## src/rtl/bcd_time_counter_pkg.sv

```systemverilog
// Shared types and limits for the BCD timekeeper.
package clock_pkg;

  typedef logic [3:0] bcd_t;

  localparam int SEC_MAX  = 59;
  localparam int MIN_MAX  = 59;
  localparam int HOUR_MAX = 23;

  typedef enum logic [1:0] {
    SEL_HOUR = 2'd0,
    SEL_MIN  = 2'd1,
    SEL_SEC  = 2'd2,
    SEL_NONE = 2'd3
  } sel_e;

endpackage

```

## src/rtl/bcd_time_counter_mod_counter.sv

```systemverilog
// Two-digit BCD modulo counter (0..MAX). Exposes the next value so the
// parent can compare against the time that is about to be loaded.
module bcd_mod_counter
  import clock_pkg::*;
#(
  parameter int MAX = 59
) (
  input  logic CLK,
  input  logic RSTN,
  input  logic inc,
  input  logic clr,
  output bcd_t tens,
  output bcd_t units,
  output bcd_t nxt_tens,
  output bcd_t nxt_units,
  output logic carry
);

  logic [7:0] value;
  logic       corrupt;
  logic       at_max;

  assign value   = ({4'd0, tens} * 8'd10) + {4'd0, units};
  assign corrupt = (units > 4'd9) || (tens > 4'd9) || (value > 8'(MAX));
  assign at_max  = (value == 8'(MAX));
  assign carry   = inc & ~corrupt & at_max;

  // A corrupted field is reloaded to 00 on its next update instead of advancing.
  always_comb begin
    nxt_tens  = tens;
    nxt_units = units;
    if (clr) begin
      nxt_tens  = 4'd0;
      nxt_units = 4'd0;
    end else if (inc) begin
      if (corrupt || at_max) begin
        nxt_tens  = 4'd0;
        nxt_units = 4'd0;
      end else if (units == 4'd9) begin
        nxt_tens  = tens + 4'd1;
        nxt_units = 4'd0;
      end else begin
        nxt_units = units + 4'd1;
      end
    end
  end

  always_ff @(posedge CLK or negedge RSTN) begin
    if (!RSTN) begin
      tens  <= 4'd0;
      units <= 4'd0;
    end else begin
      tens  <= nxt_tens;
      units <= nxt_units;
    end
  end

endmodule

```

## src/rtl/bcd_time_counter.sv

```systemverilog
// 24-hour BCD timekeeper with 1 Hz prescaler and per-field set mode.
// Optional alarm comparator enabled by defining BCD_TIME_ALARM_EN.
module bcd_time_counter
  import clock_pkg::*;
#(
  parameter int CLK_HZ = 50000000
) (
  input  logic       CLK,
  input  logic       RSTN,
  input  logic       EN,
  input  logic       SET_MODE,
  input  logic [1:0] SET_SEL,
  input  logic       SET_INC,
`ifdef BCD_TIME_ALARM_EN
  input  logic [3:0] ALM_HOUR1,
  input  logic [3:0] ALM_HOUR0,
  input  logic [3:0] ALM_MIN1,
  input  logic [3:0] ALM_MIN0,
  input  logic       ALM_CLR,
  output logic       ALARM,
`endif
  output logic [3:0] HOUR1,
  output logic [3:0] HOUR0,
  output logic [3:0] MIN1,
  output logic [3:0] MIN0,
  output logic [3:0] SEC1,
  output logic [3:0] SEC0,
  output logic       SEC_TICK
);

  localparam int PW = (CLK_HZ > 2) ? $clog2(CLK_HZ) : 1;
  localparam logic [PW-1:0] PRE_TC = PW'(CLK_HZ - 1);

  logic [PW-1:0] presc;
  logic          tick;
  logic          set_inc_q;
  logic          set_edge;
  logic          inc_sec, inc_min, inc_hour;
  logic          sec_carry, min_carry, hour_carry;
  bcd_t          sec_nt, sec_nu, min_nt, min_nu, hour_nt, hour_nu;

  assign tick     = (presc == PRE_TC) & EN & ~SET_MODE;
  assign set_edge = SET_INC & ~set_inc_q & SET_MODE;

  // Carries only ripple on a real tick; set-mode wraps stay inside the field.
  assign inc_sec  = tick | (set_edge & (SET_SEL == SEL_SEC));
  assign inc_min  = (tick & sec_carry) | (set_edge & (SET_SEL == SEL_MIN));
  assign inc_hour = (tick & min_carry) | (set_edge & (SET_SEL == SEL_HOUR));

  always_ff @(posedge CLK or negedge RSTN) begin
    if (!RSTN) begin
      presc     <= '0;
      set_inc_q <= 1'b0;
      SEC_TICK  <= 1'b0;
    end else begin
      set_inc_q <= SET_INC;
      SEC_TICK  <= tick;
      if (SET_MODE)
        presc <= '0;
      else if (EN)
        presc <= tick ? '0 : presc + 1'b1;
    end
  end

  bcd_mod_counter #(.MAX(SEC_MAX)) u_sec (
    .CLK(CLK), .RSTN(RSTN), .inc(inc_sec), .clr(1'b0),
    .tens(SEC1), .units(SEC0), .nxt_tens(sec_nt), .nxt_units(sec_nu),
    .carry(sec_carry)
  );

  bcd_mod_counter #(.MAX(MIN_MAX)) u_min (
    .CLK(CLK), .RSTN(RSTN), .inc(inc_min), .clr(1'b0),
    .tens(MIN1), .units(MIN0), .nxt_tens(min_nt), .nxt_units(min_nu),
    .carry(min_carry)
  );

  bcd_mod_counter #(.MAX(HOUR_MAX)) u_hour (
    .CLK(CLK), .RSTN(RSTN), .inc(inc_hour), .clr(1'b0),
    .tens(HOUR1), .units(HOUR0), .nxt_tens(hour_nt), .nxt_units(hour_nu),
    .carry(hour_carry)
  );

`ifdef BCD_TIME_ALARM_EN
  logic alarm_hit;
  logic unused_alarm;

  // A run-mode tick lands on hh:mm:00 exactly when seconds roll over.
  assign alarm_hit = tick & sec_carry &
                     ({hour_nt, hour_nu, min_nt, min_nu} ==
                      {ALM_HOUR1, ALM_HOUR0, ALM_MIN1, ALM_MIN0});
  assign unused_alarm = ^{sec_nt, sec_nu, hour_carry};

  always_ff @(posedge CLK or negedge RSTN) begin
    if (!RSTN)
      ALARM <= 1'b0;
    else if (ALM_CLR || SET_MODE)
      ALARM <= 1'b0;
    else if (alarm_hit)
      ALARM <= 1'b1;
  end
`else
  logic unused_nxt;
  assign unused_nxt = ^{sec_nt, sec_nu, min_nt, min_nu, hour_nt, hour_nu, hour_carry};
`endif

endmodule

```

## config.mk

```make
export PLATFORM = sky130hd
export DESIGN_NAME = bcd_time_counter
export DESIGN_NICKNAME = d
export VERILOG_FILES = /design/src/rtl/bcd_time_counter_pkg.sv /design/src/rtl/bcd_time_counter_mod_counter.sv /design/src/rtl/bcd_time_counter.sv
export SDC_FILE = /design/constraint.sdc
export NUM_CORES = 1
export LEC_CHECK = 0
export ABC_AREA = 0
export BUFFER_PORTS_ARGS = -buffer_cell sky130_fd_sc_hd__buf_2
export CORE_MARGIN = 2
export CORE_UTILIZATION = 60
export DETAILED_ROUTE_END_ITERATION = 8
export GPL_ROUTABILITY_DRIVEN = 0
export PLACE_DENSITY = 0.9
export REMOVE_ABC_BUFFERS = 1
export SYNTH_ARGS = -nofsm -noshare
export SYNTH_HDL_FRONTEND = slang
export SYNTH_SLANG_ARGS = --single-unit
```

## constraint.sdc

```tcl
create_clock -name CLK -period 6.6 [get_ports CLK]
set_input_delay 0.66 -clock CLK [delete_from_list [all_inputs] [get_ports CLK]]
set_output_delay 0.66 -clock CLK [all_outputs]
set_load 0.01 [all_outputs]
```

==> reports/metrics.yaml <==
final_layout:
  final_layout_size_suffix_gt1_share_pct: 11.7
  nets: 505
  n_antenna_cell: 0
  area_growth_pct: 8.91
synth:
  synth_edf_count: 0
  synth_area_per_cell_um2: 8.93
  synth_area_leader_cell: "dfrtp_1"
  ys_ff_latch: 52
  synthArstFlopShare_pct: 100
  synth-seq-area-share_pct: 33.8
  synth_area_leaders: "dfrtp_1 (34%), ha_1 (10%), o21ai_0 (7.5%)"
  synth_cell_types: 63
  syn_area_mm2: 0.00385
  yosysTopAreaCellShare_pct: 33.8
  synthCells: 431
  ys.flop_type: "dfrtp_1"
  yosys_warnings: 0
clock_tree:
  cts.sinks: 52
  cts_made_buffers: 5
  cts_buffer_depth: 2
  tritoncts: "yes"
  ctsRootBufferMaster: "clkbuf_8"
  cts_resized: 0
  clock_latency_ns: 0.31
  post_cts_buffers: 0
  htree_levels: 2
  clkTransAtPathRegs_ns: 0.10
  postCtsHoldBufs: 0
sta:
  fin_crit_ns: 3.51
  maxSlewHeadroom_pct: 17.7
  clock.fmax_ghz: 0.285
  worst_pin_slew_ns: 1.22
  hold_viol: 0
  fin_skew_ns: 0.00934
  rsz0062_at_grt: "false"
  tns_ns: 0
  drv_slew: 0
  fin_crit_sh_pct: 53.1
  setup_viol: 0
floorplan:
  fp.dieH_um: 84.1
  design.core.area_mm2: 0.00628
  rows: 29
  start_util_pct: 61.3
  die_area_mm2: 0.00707
  ios: 32
  die_w_um: 84.1
setup_path:
  critical_path_arrival_ns: 3.69
  crit_required_ns: 6.79
  crit_fanout: 9
  end_kind: "register"
  startpoint_type: "register"
  worstSetupPathType: "reg -> reg"
pwr:
  swShare_pct: 34.5
  vdd_drop_max_mv: 0.185
  total_power_mw: 0.930
  seqPwrFrac_pct: 41.4
  intPower_mw: 0.609
  p_leak_nw: 1.97
  p_clk_share_pct: 27.4
  switchingPower_mw: 0.321
  combPwrFrac_pct: 31.1
  powerDensity_mw_per_mm2: 222
global_routing:
  grt_pass1_vias: 3295
  grt_pass1_wl_mm: 14.9
  track_usage_pct: 25.3
  grt_max_degree: 53
  grt_overflow: 0
  antenna_found_initial: 0
detailed_routing:
  drc: 0
  vias_per_cell: 6.42
  ant_nets: 0
  wirelength_mm: 8.63
  drtPass1Iterations: 5
  drt_iter0_drc: 195
  wl_per_cell_um: 16.0
  vias: 3455
place:
  place_hpwl_mm: 6.24
  portBuffers: 31
min_path:
  hold_path_class: "in -> async"
flow_run:
  drv_cap: 0
run_status:
  outcome: "completed"
-- worst paths after layout --
check	endpoint	startpoint	slack, ns	cells after the start
max	u_hour.units[0]	u_min.tens[1]	3.09	11
min	presc[14]	RSTN	0.45	2
max reg2reg	u_hour.units[0]	u_min.tens[1]	3.09	11
min reg2reg	presc[15]	presc[15]	0.49	1
max in group asynchronous	u_hour.tens[1]	RSTN	5.71	2
min in group CLK	set_inc_q	SET_INC	0.49	1
-- metrics by stage --
stage / util (%) / worst slack (ns) / instance area [µm²] / cells / hold slack (ns)
3_5_place_dp: 64.7 / 3.10 / 4060 / 531 / 0.476
4_1_cts: 66.8 / 3.10 / 4190 / 538 / 0.475
5_1_grt: 66.8 / 2.77 / 4190 / 538 / 0.477
6_report: 66.8 / 3.09 / 4190 / 538 / 0.452
2_1_floorplan: - / 3.38 / 3790 / 421 / 0.364
3_3_place_gp: 64.7 / 3.29 / 4060 / 531 / 0.466
-- synth_stat cells (3+ instances only) --
library cell	instances
o22ai_1	5
a21o_1	8
o31ai_1	14
ha_1	31
o21ai_0	58
a31oi_1	6
xnor2_1	5
o211ai_1	4
clkbuf_1	8
dfrtp_1	52
inv_1	23
and4_1	3
o21a_1	4
fa_1	6
nand4_1	7
nor4b_1	4
and2_1	8
and3_1	12
xor2_1	5
mux2i_1	4
nor3_1	8
nand2b_1	6
nor2_1	26
nand3_1	17
o2111ai_1	3
a21oi_1	13
nand2_1	42
nor2b_1	3
or3_1	4
o31a_1	3
-- cell type report --
type                            instances  area [µm²]
Timing Repair Buffer                   33         170
Clock buffer                            5        68.8
Inverter                               23        86.3
Tap cell                               77        96.3
Multi-Input combinational cell        346        2410
Sequential cell                        52        1300
Clock inverter                          2        60.1
Fill cell                             516        2090
-- metal layers --
| layer | up-vias | GRT usage, % | share of wire, % |
|---|---|---|---|
| met5 | - | 0 | 0 |
| met4 | 0 | 6.45 | 1.0 |
| met3 | 12 | 3.56 | 4.6 |
| met2 | 95 | 42.3 | 50 |
| met1 | 1690 | 34.5 | 45 |
| li1 | 1658 | - | - |
-- logic make-up after synthesis --
logic type	share of synthesized area, %
mux	1.04
fa+ha+maj	13.2
flops	33.8
simple gates	21.5
buf+inv	3.61
xor+xnor	2.28
compound gates	24.5
-- state kept, by name, summed over array words and instances, names as in the netlist --
| register | count |
|---|---|
| u_min.tens | 4 |
| u_sec.tens | 4 |
| u_min.units | 4 |
| set_inc_q | 1 |
| u_sec.units | 4 |
| SEC_TICK | 1 |
| u_hour.tens | 4 |
| u_hour.units | 4 |
| presc | 26 |
-- power by group through the flow --
stage / Clock, mW / Sequential, mW / Combinational, mW
global route: 0.270 / 0.390 / 0.328
global placement: 0 / 0.388 / 0.273
detailed placement: 0 / 0.391 / 0.286
finish: 0.255 / 0.385 / 0.290
floorplan: 0 / 0.391 / 0.196
CTS: 0.260 / 0.385 / 0.289
-- layout by cell type (no fill, tap or decap), types with 5 or more instances in the layout --
| master | netlist | routed |
|---|---|---|
| a21o_1 | 8 | 8 |
| a21oi_1 | 13 | 13 |
| a31oi_1 | 6 | 6 |
| and2_1 | 8 | 8 |
| and3_1 | 12 | 12 |
| buf_2 | 0 | 31 |
| clkbuf_8 | 0 | 5 |
| dfrtp_1 | 52 | 52 |
| fa_1 | 6 | 6 |
| ha_1 | 31 | 31 |
| inv_1 | 23 | 23 |
| nand2_1 | 42 | 42 |
| nand2b_1 | 6 | 6 |
| nand3_1 | 17 | 17 |
| nand4_1 | 7 | 7 |
| nor2_1 | 26 | 26 |
| nor3_1 | 8 | 8 |
| o21ai_0 | 58 | 58 |
| o22ai_1 | 5 | 5 |
| o31ai_1 | 14 | 14 |
| xnor2_1 | 5 | 5 |
| xor2_1 | 5 | 5 |
-- worst max-delay path, cell delays in order (launching register included) --
cell and delay [ns]:
dfrtp_1 0.48, ha_1 0.33, ha_1 0.21, inv_1 0.08, fa_1 0.43, nand2b_1 0.21
a2111oi_0 0.50, o32ai_1 0.18, and3_1 0.18, a22oi_2 0.31, or3_1 0.34, o21ai_0 0.13
(Power assumes the default switching activity.)
